$ cat src/rtl/flappy_game_ctrl.sv
// Game sequencer for the 16x16 flappy bird display: IDLE/PLAY/CRASH/OVER FSM, bird/pipe step
// enables, score/high score tracking and score-driven pipe speed ramp.
module flappy_game_ctrl #(
  parameter int unsigned BIRD_DIV      = 12_500_000,
  parameter int unsigned PIPE_DIV_INIT = 25_000_000,
  parameter int unsigned PIPE_DIV_MIN  = 6_250_000,
  parameter int unsigned DIV_DEC       = 2_500_000,
  parameter int unsigned SPEEDUP_STEP  = 5,
  parameter int unsigned MAX_LEVEL     = 7,
  parameter int unsigned CRASH_CYC     = 100_000_000,
  parameter int unsigned FLASH_DIV     = 12_500_000
) (
  input  logic       clk,
  input  logic       rst,
  input  logic       press,
  input  logic       collision,
  input  logic       score_pulse,
  output logic       bird_tick,
  output logic       pipe_tick,
  output logic       game_rst,
  output logic       crash_flash,
  output logic [1:0] state,
  output logic [9:0] score,
  output logic [9:0] high_score,
  output logic [2:0] level
);

  localparam int unsigned BirdW  = (BIRD_DIV > 1) ? $clog2(BIRD_DIV) : 1;
  localparam int unsigned PipeW  = $clog2(PIPE_DIV_INIT + 1);
  localparam int unsigned StepW  = (SPEEDUP_STEP > 1) ? $clog2(SPEEDUP_STEP) : 1;
  localparam int unsigned CrashW = (CRASH_CYC > 1) ? $clog2(CRASH_CYC) : 1;
  localparam int unsigned FlashW = (FLASH_DIV > 1) ? $clog2(FLASH_DIV) : 1;
  localparam logic [9:0]  ScoreMax = 10'd999;

  typedef enum logic [1:0] {StIdle = 2'd0, StPlay = 2'd1, StCrash = 2'd2, StOver = 2'd3} state_e;

  state_e            state_q, state_d;
  logic              press_prev_q;
  logic [BirdW-1:0]  bird_cnt_q, bird_cnt_d;
  logic [PipeW-1:0]  pipe_cnt_q, pipe_cnt_d;
  logic [PipeW-1:0]  pipe_period_q, pipe_period_d;
  logic [StepW-1:0]  step_q, step_d;
  logic [2:0]        level_q, level_d;
  logic [9:0]        score_q, score_d;
  logic [9:0]        high_q, high_d;
  logic [CrashW-1:0] crash_cnt_q, crash_cnt_d;
  logic [FlashW-1:0] flash_cnt_q, flash_cnt_d;
  logic              flash_q, flash_d;
  logic              bird_tick_q, bird_tick_d;
  logic              pipe_tick_q, pipe_tick_d;
  logic              game_rst_q, game_rst_d;
  logic              press_rise;
  logic [31:0]       pipe_dec;
  logic [PipeW-1:0]  pipe_target;

  // Held button after reset must not start a game, hence press_prev_q resets to 1.
  assign press_rise = press & ~press_prev_q;

  always_comb begin
    pipe_dec = 32'(level_q) * DIV_DEC;
    if (pipe_dec + PIPE_DIV_MIN > PIPE_DIV_INIT) begin
      pipe_target = PipeW'(PIPE_DIV_MIN);
    end else begin
      pipe_target = PipeW'(PIPE_DIV_INIT - pipe_dec);
    end
  end

  always_comb begin
    state_d       = state_q;
    bird_cnt_d    = bird_cnt_q;
    pipe_cnt_d    = pipe_cnt_q;
    pipe_period_d = pipe_period_q;
    step_d        = step_q;
    level_d       = level_q;
    score_d       = score_q;
    high_d        = high_q;
    crash_cnt_d   = crash_cnt_q;
    flash_cnt_d   = flash_cnt_q;
    flash_d       = flash_q;
    bird_tick_d   = 1'b0;
    pipe_tick_d   = 1'b0;

    unique case (state_q)
      StIdle: begin
        if (press_rise) begin
          state_d       = StPlay;
          score_d       = '0;
          level_d       = '0;
          step_d        = '0;
          pipe_period_d = PipeW'(PIPE_DIV_INIT);
          bird_cnt_d    = '0;
          pipe_cnt_d    = '0;
        end
      end
      StPlay: begin
        if (collision) begin
          // Dividers freeze on this edge too so no tick leaks into the first CRASH cycle.
          state_d     = StCrash;
          crash_cnt_d = '0;
          flash_cnt_d = '0;
          flash_d     = 1'b1;
        end else begin
          if (bird_cnt_q == BirdW'(BIRD_DIV - 1)) begin
            bird_cnt_d  = '0;
            bird_tick_d = 1'b1;
          end else begin
            bird_cnt_d = bird_cnt_q + BirdW'(1);
          end
          if (pipe_cnt_q == pipe_period_q - PipeW'(1)) begin
            pipe_cnt_d    = '0;
            pipe_tick_d   = 1'b1;
            pipe_period_d = pipe_target;
          end else begin
            pipe_cnt_d = pipe_cnt_q + PipeW'(1);
          end
          if (score_pulse) begin
            if (score_q != ScoreMax) begin
              score_d = score_q + 10'd1;
            end
            if (step_q == StepW'(SPEEDUP_STEP - 1)) begin
              step_d = '0;
              if (level_q != 3'(MAX_LEVEL)) begin
                level_d = level_q + 3'd1;
              end
            end else begin
              step_d = step_q + StepW'(1);
            end
          end
        end
      end
      StCrash: begin
        crash_cnt_d = crash_cnt_q + CrashW'(1);
        if (flash_cnt_q == FlashW'(FLASH_DIV - 1)) begin
          flash_cnt_d = '0;
          flash_d     = ~flash_q;
        end else begin
          flash_cnt_d = flash_cnt_q + FlashW'(1);
        end
        if (crash_cnt_q == CrashW'(CRASH_CYC - 1)) begin
          state_d = StOver;
          flash_d = 1'b0;
          if (score_q > high_q) begin
            high_d = score_q;
          end
        end
      end
      StOver: begin
        if (press_rise) begin
          state_d = StIdle;
        end
      end
      default: state_d = StIdle;
    endcase

    game_rst_d = (state_d == StIdle);
  end

  always_ff @(posedge clk) begin
    if (!rst) begin
      state_q       <= StIdle;
      press_prev_q  <= 1'b1;
      bird_cnt_q    <= '0;
      pipe_cnt_q    <= '0;
      pipe_period_q <= PipeW'(PIPE_DIV_INIT);
      step_q        <= '0;
      level_q       <= '0;
      score_q       <= '0;
      high_q        <= '0;
      crash_cnt_q   <= '0;
      flash_cnt_q   <= '0;
      flash_q       <= 1'b0;
      bird_tick_q   <= 1'b0;
      pipe_tick_q   <= 1'b0;
      game_rst_q    <= 1'b1;
    end else begin
      state_q       <= state_d;
      press_prev_q  <= press;
      bird_cnt_q    <= bird_cnt_d;
      pipe_cnt_q    <= pipe_cnt_d;
      pipe_period_q <= pipe_period_d;
      step_q        <= step_d;
      level_q       <= level_d;
      score_q       <= score_d;
      high_q        <= high_d;
      crash_cnt_q   <= crash_cnt_d;
      flash_cnt_q   <= flash_cnt_d;
      flash_q       <= flash_d;
      bird_tick_q   <= bird_tick_d;
      pipe_tick_q   <= pipe_tick_d;
      game_rst_q    <= game_rst_d;
    end
  end

  assign state       = state_q;
  assign bird_tick   = bird_tick_q;
  assign pipe_tick   = pipe_tick_q;
  assign game_rst    = game_rst_q;
  assign crash_flash = flash_q;
  assign score       = score_q;
  assign high_score  = high_q;
  assign level       = level_q;

endmodule

$ cat config.mk
export PLATFORM = sky130hd
export DESIGN_NAME = flappy_game_ctrl
export DESIGN_NICKNAME = d
export VERILOG_FILES = /design/src/rtl/flappy_game_ctrl.sv
export SDC_FILE = /design/constraint.sdc
export NUM_CORES = 1
export LEC_CHECK = 0
export CAP_MARGIN = 20
export CORE_MARGIN = 3
export CORE_UTILIZATION = 53
export DETAILED_ROUTE_END_ITERATION = 10
export GPL_ROUTABILITY_DRIVEN = 0
export PLACE_DENSITY = 0.71
export SLEW_MARGIN = 30
export SYNTH_ARGS = -nofsm -noshare
export SYNTH_HDL_FRONTEND = slang
export SYNTH_SLANG_ARGS = --single-unit
$ cat constraint.sdc
create_clock -name clk -period 11.2 [get_ports clk]
set_input_delay 3.36 -clock clk [delete_from_list [all_inputs] [get_ports clk]]
set_output_delay 3.36 -clock clk [all_outputs]
set_load 0.05 [all_outputs]
==> metrics.yaml <==
clock_network:
  cts.reportedPaths.clkPinSlew_ns: 0.07
  tritoncts_num_sinks: 154
  worstSkewPairLatency_ns: 0.43
  numCtsBuffers: 17
  post_cts.resized_instances: 0
  cts_tree: "yes"
  cts-hold-fix-buffers: 0
  post-cts-setup-buffer-count: 0
  cts-root-to-sink-buffers: 2
  clock-root-buffer: "clkbuf_16"
  number_of_h_tree_levels: 4
yosys:
  mappedNetlistNets: 1251
  avgSynthCellArea_sq_um: 7.88
  synth_flop_cell: "dfxtp_1"
  netlist_area_sq_mm: 0.00952
  synth.mux.area_fraction: 0.00329
  synthArstFlopShare: 0
  synth_area_in_adders: 0.0494
  synth_sequential_area_ratio: 0.324
  syn-instance-count: 1209
  synth_simple_gate_area_share: 0.303
  synth-compound-area-share: 0.180
  synth_top_family_by_area: "simple AND/OR/NAND/NOR gates"
  synth_warnings: 0
  synth_xor_xnor_area_share: 0.101
  synth_edf_count: 0
  synth.distinct_cells: 87
  synth-seq-cells: 154
drt:
  met2_length_mm: 9.79
  route.detailed.wl_per_inst_microns: 15.3
  met1Wirelength_mm: 11.2
  detailedRoute.firstIterationViolations: 680
  drt-vias-per-instance: 6.04
  highest-signal-layer: "met4"
  drc_errors: 0
  antenna_violating_nets_post_route: 0
  routed_wl_mm: 22.2
  met3_wirelength_microns: 924
  drt-pass1-iter-count: 5
  vias: 8735
sta:
  worst_clock_skew_ns: 0.0123
  finalSetupViolations: 0
  timing.hold.ws_ns: 0.491
  finalSetupTns_ns: 0
  max_freq_ghz: 0.161
  max-slew-margin-rel: 0.405
  final_critical_path_setup_slack_ns: 5.00
  slew_violations: 0
  fin_crit_sh: 0.554
  tightest_slew_ns: 0.890
  final_period_minus_worst_setup_slack_ns: 6.20
  hold_viol: 0
  rsz0062_at_grt: "false"
critical_path:
  startpoint_type: "input pin"
  ff2ff_path_depth: 17
  arrival_ns: 6.55
  path_class: "input pin to register"
  worstPathCellList: "clkdlybuf4s50_1, nor2b_1, nor2_1, or2_2, nor3_1, and2_0, nor3b_1, nand3_1, or3_1, a21oi_1"
  worstReg2RegStart: "level[1]"
  timing.critical_path.slowest_stage_cell: "nor3_1"
  cp_slowest_stage_delay_ns: 0.61
  required_ns: 11.55
  critPathMaxFanout: 24
  reg2reg_setup_slack_ns: 5.07
  timing.critical_path.to_type: "register"
  worstReg2RegEnd: "pipe_period_q[19]"
floorplanning:
  io_pins: 34
  core_area_sq_mm: 0.0174
  fp.dieArea_sq_mm: 0.0196
  die_y_microns: 140
  placement_rows: 48
  initial_utilization: 0.547
  die_width_microns: 140
outcome:
  outcome: "finished clean"
placement:
  place_ws_ns: 4.59
  port_bufs: 33
  dpl.cell_count: 1414
  placement.cell_area_sq_mm: 0.00992
  dp_hpwl_mm: 15.5
power:
  power_density_over_the_cells_mw_per_mm2: 111
  power.static_leakage_nw: 3.57
  fin_total_pwr_mw: 1.17
  ir_drop_mv: 0.127
finish:
  storage_element_area_sq_mm: 0.00308
  stdcell_area_sq_mm: 0.0105
  final_common_cell: "dfxtp_1"
  layout.core_utilization: 0.603
  final.fill_count: 1608
  drive_gt1_frac: 0.0590
  mostFrequentLayoutCells: "154 x dfxtp_1, 140 x nor2_1, 105 x nand2_1, 76 x a21oi_1, 69 x nand3_1"
  n_antenna_cell: 0
  layout-area-overhead-vs-synth_pct: 10.4
  final_nets: 1250
  area_of_the_multi_input_gates_sq_mm: 0.00606
  instances_no_fill: 1446
grt:
  antenna_found_initial: 0
  grt.total_usage: 0.226
  grt_start_max_net_pins: 54
  grt_pass1_vias: 7955
  first_pass_grt_wire_length_mm: 38.0
  grt_remaining_overflow: 0
flow_run:
  cap_violations: 0
min_path:
  worst_hold_path.num_cells: 2
  worst_hold_path_ep: "step_q[1]"
  hp-start: "step_q[1]"
  hold_class: "register to register"
==> final cells by class <==
type	count	share of cell area
Inverter	32	0.0114
Tap cell	225	0.0268
Clock inverter	15	0.0155
Clock buffer	17	0.0405
Sequential cell	154	0.293
Timing Repair Buffer	39	0.0352
Multi-Input combinational cell	964	0.577
==> state kept, by name (all words and copies together) (netlist names) <==
register / flops
step_q: 3
bird_cnt_q: 24
crash_cnt_q: 27
crash_flash: 1
pipe_cnt_q: 25
pipe_tick: 1
high_score: 10
bird_tick: 1
score: 10
state: 2
level: 3
press_prev_q: 1
pipe_period_q: 21
flash_cnt_q: 24
game_rst: 1
==> where the power goes <==
| group | internal [mW] | switching (mW) |
|---|---|---|
| Combinational | 0.0104 | 0.0317 |
| Clock | 0.333 | 0.244 |
| Sequential | 0.549 | 0.00232 |
==> synthesized netlist by cell type, types with 10 or more instances <==
cell	count	area, sq um
xor2_1	56	490
nand3b_1	10	75.1
dfxtp_1	154	3080
o21a_1	13	97.6
a31oi_1	10	62.6
or3_1	20	125
xnor2_1	51	447
nor4_1	18	113
nand2_1	105	394
a21oi_1	76	380
nand4_1	42	263
o31a_1	10	87.6
nand3_1	69	345
clkbuf_1	44	165
inv_1	31	116
o21ai_0	60	300
nor2b_1	13	81.3
and3_1	24	150
o211ai_1	17	128
ha_1	36	450
nor3b_1	14	105
nor2_1	140	526
nand2b_1	10	62.6
nor3_1	39	195
==> worst max path at each step <==
stage,from,to,slack [ns]
floorplan,press,bird_cnt_q[22],5.56
global placement,collision,bird_cnt_q[22],4.66
detailed placement,collision,bird_cnt_q[22],4.59
CTS,collision,bird_cnt_q[22],5.04
global route,level[1],pipe_period_q[22],4.63
finish,collision,bird_cnt_q[22],5.00
==> layer usage <==
layer,vias to the layer above,GRT usage
met4,0,0.0653
met3,18,0.0358
met2,186,0.342
met5,-,0
met1,4132,0.334
li1,4399,-
==> critical path: cells and delay by family <==
family	cells	cell delay [ns]
compound gates	1	0.13
buf+inv	1	0.56
simple gates	8	2.49
==> cell families after synthesis <==
group,after synthesis
and+or+nand+nor,555
buffers and inverters,91
xor gates and xnor gates,108
AOI/OAI and AO/OA,261
DFF,154
adders and majority gates,37
muxes,3
Power figures use the tool's default switching activity.
